`src/rtl/hamming_pkg.sv`:
```
// Shared widths, bit-position maps and pure encode/syndrome helpers
// for the Hamming(12,8) codec.
package hamming_pkg;

   localparam int DATA_W = 8;
   localparam int CODE_W = 12;
   localparam int SYN_W  = 4;

   // 1-based codeword positions of the parity bits and of d0..d7
   localparam int PAR_POS  [SYN_W]  = '{1, 2, 4, 8};
   localparam int DATA_POS [DATA_W] = '{3, 5, 6, 7, 9, 10, 11, 12};

   function automatic logic [SYN_W-1:0] ham_syndrome(input logic [CODE_W-1:0] code);
      logic [SYN_W-1:0] s;
      s = '0;
      for (int k = 0; k < SYN_W; k++) begin
         for (int p = 1; p <= CODE_W; p++) begin
            if (((p >> k) & 1) != 0) begin
               s[k] = s[k] ^ code[p-1];
            end
         end
      end
      return s;
   endfunction

   function automatic logic [DATA_W-1:0] ham_extract(input logic [CODE_W-1:0] code);
      logic [DATA_W-1:0] d;
      d = '0;
      for (int i = 0; i < DATA_W; i++) begin
         d[i] = code[DATA_POS[i]-1];
      end
      return d;
   endfunction

   // Parity slots start at zero, so the syndrome of the partial word is the parity
   function automatic logic [CODE_W-1:0] ham_encode(input logic [DATA_W-1:0] data);
      logic [CODE_W-1:0] c;
      logic [SYN_W-1:0]  s;
      c = '0;
      for (int i = 0; i < DATA_W; i++) begin
         c[DATA_POS[i]-1] = data[i];
      end
      s = ham_syndrome(c);
      for (int k = 0; k < SYN_W; k++) begin
         c[PAR_POS[k]-1] = s[k];
      end
      return c;
   endfunction

endpackage

```
`src/rtl/hamming_dec.sv`:
```
// Combinational Hamming(12,8) decode: syndrome, single-bit correction, data extract.
// With HAMMING_SECDED_EN an overall parity bit distinguishes single from double errors.
module hamming_dec
   import hamming_pkg::*;
(
   input  logic [CODE_W-1:0] code_i,
`ifdef HAMMING_SECDED_EN
   input  logic              par_i,
   output logic              dbl_o,
`endif
   output logic [DATA_W-1:0] data_o,
   output logic [SYN_W-1:0]  syn_o,
   output logic              corr_o
);

   logic [SYN_W-1:0]  syn;
   logic [CODE_W-1:0] flip_mask;
   logic              in_range;
   logic              do_fix;

   assign syn      = ham_syndrome(code_i);
   assign in_range = (syn != '0) && (syn <= SYN_W'(CODE_W));

`ifdef HAMMING_SECDED_EN
   logic par_all;

   assign par_all = (^code_i) ^ par_i;
   assign do_fix  = in_range && par_all;
   // A zero syndrome with odd overall parity means only par_i flipped
   assign corr_o  = do_fix || ((syn == '0) && par_all);
   assign dbl_o   = (syn != '0) && !do_fix;
`else
   assign do_fix  = in_range;
   assign corr_o  = in_range;
`endif

   for (genvar gi = 0; gi < CODE_W; gi++) begin : g_flip
      assign flip_mask[gi] = do_fix && (syn == SYN_W'(gi + 1));
   end

   assign data_o = ham_extract(code_i ^ flip_mask);
   assign syn_o  = syn;

endmodule

```
`src/rtl/hamming.sv`:
```
// Registered Hamming(12,8) encoder and decoder sharing one clock, independent paths.
// Define HAMMING_SECDED_EN to add overall parity (par_out/par_in) and double-error flag (err_dbl).
module hamming
   import hamming_pkg::*;
(
   input  logic              clk,
   input  logic              rst,
   input  logic [DATA_W-1:0] data_in,
   output logic [CODE_W-1:0] data_out,
   input  logic [CODE_W-1:0] code_in,
   output logic [DATA_W-1:0] dec_data,
   output logic [SYN_W-1:0]  syndrome,
   output logic              err_corr
`ifdef HAMMING_SECDED_EN
   ,
   output logic              par_out,
   input  logic              par_in,
   output logic              err_dbl
`endif
);

   logic [CODE_W-1:0] code_q, code_d;
   logic [DATA_W-1:0] dec_q, dec_d;
   logic [SYN_W-1:0]  syn_q, syn_d;
   logic              corr_q, corr_d;

   assign code_d = ham_encode(data_in);

`ifdef HAMMING_SECDED_EN
   logic par_q, par_d;
   logic dbl_q, dbl_d;

   assign par_d = ^code_d;

   hamming_dec u_dec (
      .code_i (code_in),
      .par_i  (par_in),
      .dbl_o  (dbl_d),
      .data_o (dec_d),
      .syn_o  (syn_d),
      .corr_o (corr_d)
   );

   always_ff @(posedge clk or posedge rst) begin
      if (rst) begin
         par_q <= 1'b0;
         dbl_q <= 1'b0;
      end else begin
         par_q <= par_d;
         dbl_q <= dbl_d;
      end
   end

   assign par_out = par_q;
   assign err_dbl = dbl_q;
`else
   hamming_dec u_dec (
      .code_i (code_in),
      .data_o (dec_d),
      .syn_o  (syn_d),
      .corr_o (corr_d)
   );
`endif

   always_ff @(posedge clk or posedge rst) begin
      if (rst) begin
         code_q <= '0;
         dec_q  <= '0;
         syn_q  <= '0;
         corr_q <= 1'b0;
      end else begin
         code_q <= code_d;
         dec_q  <= dec_d;
         syn_q  <= syn_d;
         corr_q <= corr_d;
      end
   end

   assign data_out = code_q;
   assign dec_data = dec_q;
   assign syndrome = syn_q;
   assign err_corr = corr_q;

endmodule

```
`config.mk`:
```
export PLATFORM = sky130hd
export DESIGN_NAME = hamming
export DESIGN_NICKNAME = d
export VERILOG_FILES = /design/src/rtl/hamming_pkg.sv /design/src/rtl/hamming_dec.sv /design/src/rtl/hamming.sv
export SDC_FILE = /design/constraint.sdc
export NUM_CORES = 1
export LEC_CHECK = 0
export BUFFER_PORTS_ARGS = -buffer_cell sky130_fd_sc_hd__buf_2
export CORE_ASPECT_RATIO = 0.75
export CORE_MARGIN = 1.5
export CORE_UTILIZATION = 48
export DETAILED_ROUTE_END_ITERATION = 16
export HOLD_SLACK_MARGIN = 0.15
export PLACE_DENSITY = 0.8
export RECOVER_POWER = 50
export SLEW_MARGIN = 25
export SYNTH_ARGS = -nofsm -noshare
export SYNTH_HDL_FRONTEND = slang
export SYNTH_HIERARCHICAL = 1
export SYNTH_SLANG_ARGS = --single-unit
export TNS_END_PERCENT = 100
```
`constraint.sdc`:
```
create_clock -name clk -period 0.9 [get_ports clk]
set_input_delay 0.045 -clock clk [delete_from_list [all_inputs] [get_ports clk]]
set_output_delay 0.045 -clock clk [all_outputs]
set_load 0.01 [all_outputs]
```
==> impl_metrics.ini <==
[outcome]
status = complete, but fails checks
violations = setup timing

[critical_path]
cp-end-kind = register
critical_path.max_stage_delay_ns = 0.47
path_cells = buf_6 > xnor3_2 > buf_6 > xnor2_4 > buf_4 > nand2_1 > mux2i_1
cpMaxStageDelayCell = xnor3_2
critPathLaunchType = input port
cp.required_ns = 1.15
crit_top_cell = buf_6
crit_fanout = 5
crit_type = in2reg
worst_ep_arrival_time_ns = 1.46

[timing]
max_slew_margin_pct = 64.3
fin_setup_tns_ns = -2.90
fin_crit_sh_pct = 134
period_needed_ns = 1.21
final_hold_viol_count = 0
slew_violations = 0
setup_viol = 22
max_freq_ghz = 0.828
rsz0062_at_grt = true
worst_pin_slew_ns = 0.535
fin_ws_ns = -0.308

[die]
core_um2 = 2290
die_width_um = 59.5
ios = 47
initial_core_util_pct = 50.3
rows = 15
die_y_um = 45.4
die_area_um2 = 2700

[yosys]
synth-seq-cells = 25
syn_inst = 72
synth_area_um2 = 1150
synth.avg_cell_area_um2 = 16.0
synth-seq-area-share_pct = 54.3
syn_nets = 94
synthDistinctLibCells = 20
synth_top_area_share_pct = 54.3
yosysWarnings = 6
yosysTopAreaCell = dfrtp_1
synth.area.top_cells = dfrtp_1, xnor2_1, xor2_1

[place]
hpwl_um = 1530
gp_congestion = 0.788
dpl_cell_area_um2 = 1520
io_buffer_count = 46
dp_cells = 164

[clock_tree]
cts_sinks = 25
cts_tree = built
cts_made_buffers = 3
cts_max_level = 1
clk_pin_slew_ns = 0.13
cts_root_buf = clkbuf_4
cts_buffer_depth = 2

[finish]
nFillCells = 114
fin_nets = 186
fin_area_um2 = 1970
area_growth_pct = 70.9
layout_common_cells = buf_2, dfrtp_1, dlygate4sd3_1, buf_4, buf_6
drive_above_1_share_pct = 51.5
final_common_cell = buf_2
stdcell_count = 197
antenna_cells = 0
utilization_pct = 85.9

[global_routing]
grt_max_degree = 26
grt_pass1_vias = 915
antenna_found_initial = 0
grt_pass1_wl_um = 4790
grt_overflow_total = 0
grt_usage_pct = 25.7

[route]
ant_nets = 0
drcViolationCount = 0
dr.pass1.iters = 4
drt-total-wl_um = 3360
vias = 922
vias_per_cell = 4.68
wl_per_cell_um = 17.1
dr.first_iter.drc_count = 24

[power]
ir_drop_mv = 1.18
p_leak_nw = 0.966
power_mw = 3.71
cellPowerDensity_nw_per_um2 = 1890

[job]
cap_violations = 0

[hold_path]
hp-class = in2reg
worst paths after layout:
check	startpoint	end	slack, ns	cells past startpoint
max	code_in[2]	err_corr	-0.31	7
max in group asynchronous	rst	dec_data[0]	0.17	4
min in group asynchronous	rst	data_out[3]	0.38	4
min	data_in[6]	data_out[1]	0.20	3
power breakdown:
group / internal, mW / total, mW / switching (mW) / leakage (nW)
registers: 1.31 / 1.38 / 0.0643 / 0.290
clock network: 0.167 / 0.509 / 0.341 / 0.0177
logic: 0.965 / 1.82 / 0.858 / 0.659
metal layers:
metal	GRT usage [%]	part of all wire (%)
met2	41.5	52
met5	0	0
met1	34.6	42
met4	6.22	1.3
met3	7.67	4.6
kinds of logic after synthesis:
group                  after synthesis  share of synthesized area (%)
buffers and inverters                5                           1.74
flip-flops                          25                           54.3
multiplexers                         1                          0.870
XOR/XNOR                            30                           34.2
AND/OR/NAND/NOR                     11                           8.80
flip-flops by register name, summed over array words and instances (netlist names):
register	count
data_out	12
dec_data	8
err_corr	1
syndrome	4
worst max-delay path: cells and delay by family:
kind | cells | cell delay [ns]
xor gates and xnor gates | 2 | 0.74
buffers and inverters | 3 | 0.41
muxes | 1 | 0.19
and+or+nand+nor | 1 | 0.07
metrics by stage:
stage | hold slack (ns) | worst slack [ns]
after floorplan | 0.0723 | -0.410
after global placement | 0.0961 | -0.572
after detailed placement | 0.108 | -0.658
after CTS | 0.158 | -0.255
after global routing | 0.180 | -0.370
final | 0.201 | -0.308
layout make-up:
type                       instances  area (um2)  share of cell area [%]
tap                               34        42.5                    2.16
clock buffer                       3        22.5                    1.15
clock inverter                     1        5.00                   0.254
timing repair buffer              87         657                    33.4
sequential                        25         626                    31.8
multi-input combinational         43         599                    30.5
inverter                           4        15.0                   0.763
synth_stat cells (all sizes together):
cell type and n:
dfrtp 25, nor2 1, buf 1, mux2i 1, nand2 1, xnor2 13, and2 1, nor4b 3
nand4b 2, nor4 2, xor3 1, inv 4, xnor3 5, xor2 11, nand4 1
repair_timing:
item	4_1_cts	5_1_grt
setup buffers	10	2
hold buffers	17	1
pin swaps	17	3
setup endpoints to repair	10	38
resized for setup	20	11
hold endpoints to repair	45	1
cloned	1	0
Note: power is estimated with default switching activity, not from simulation.
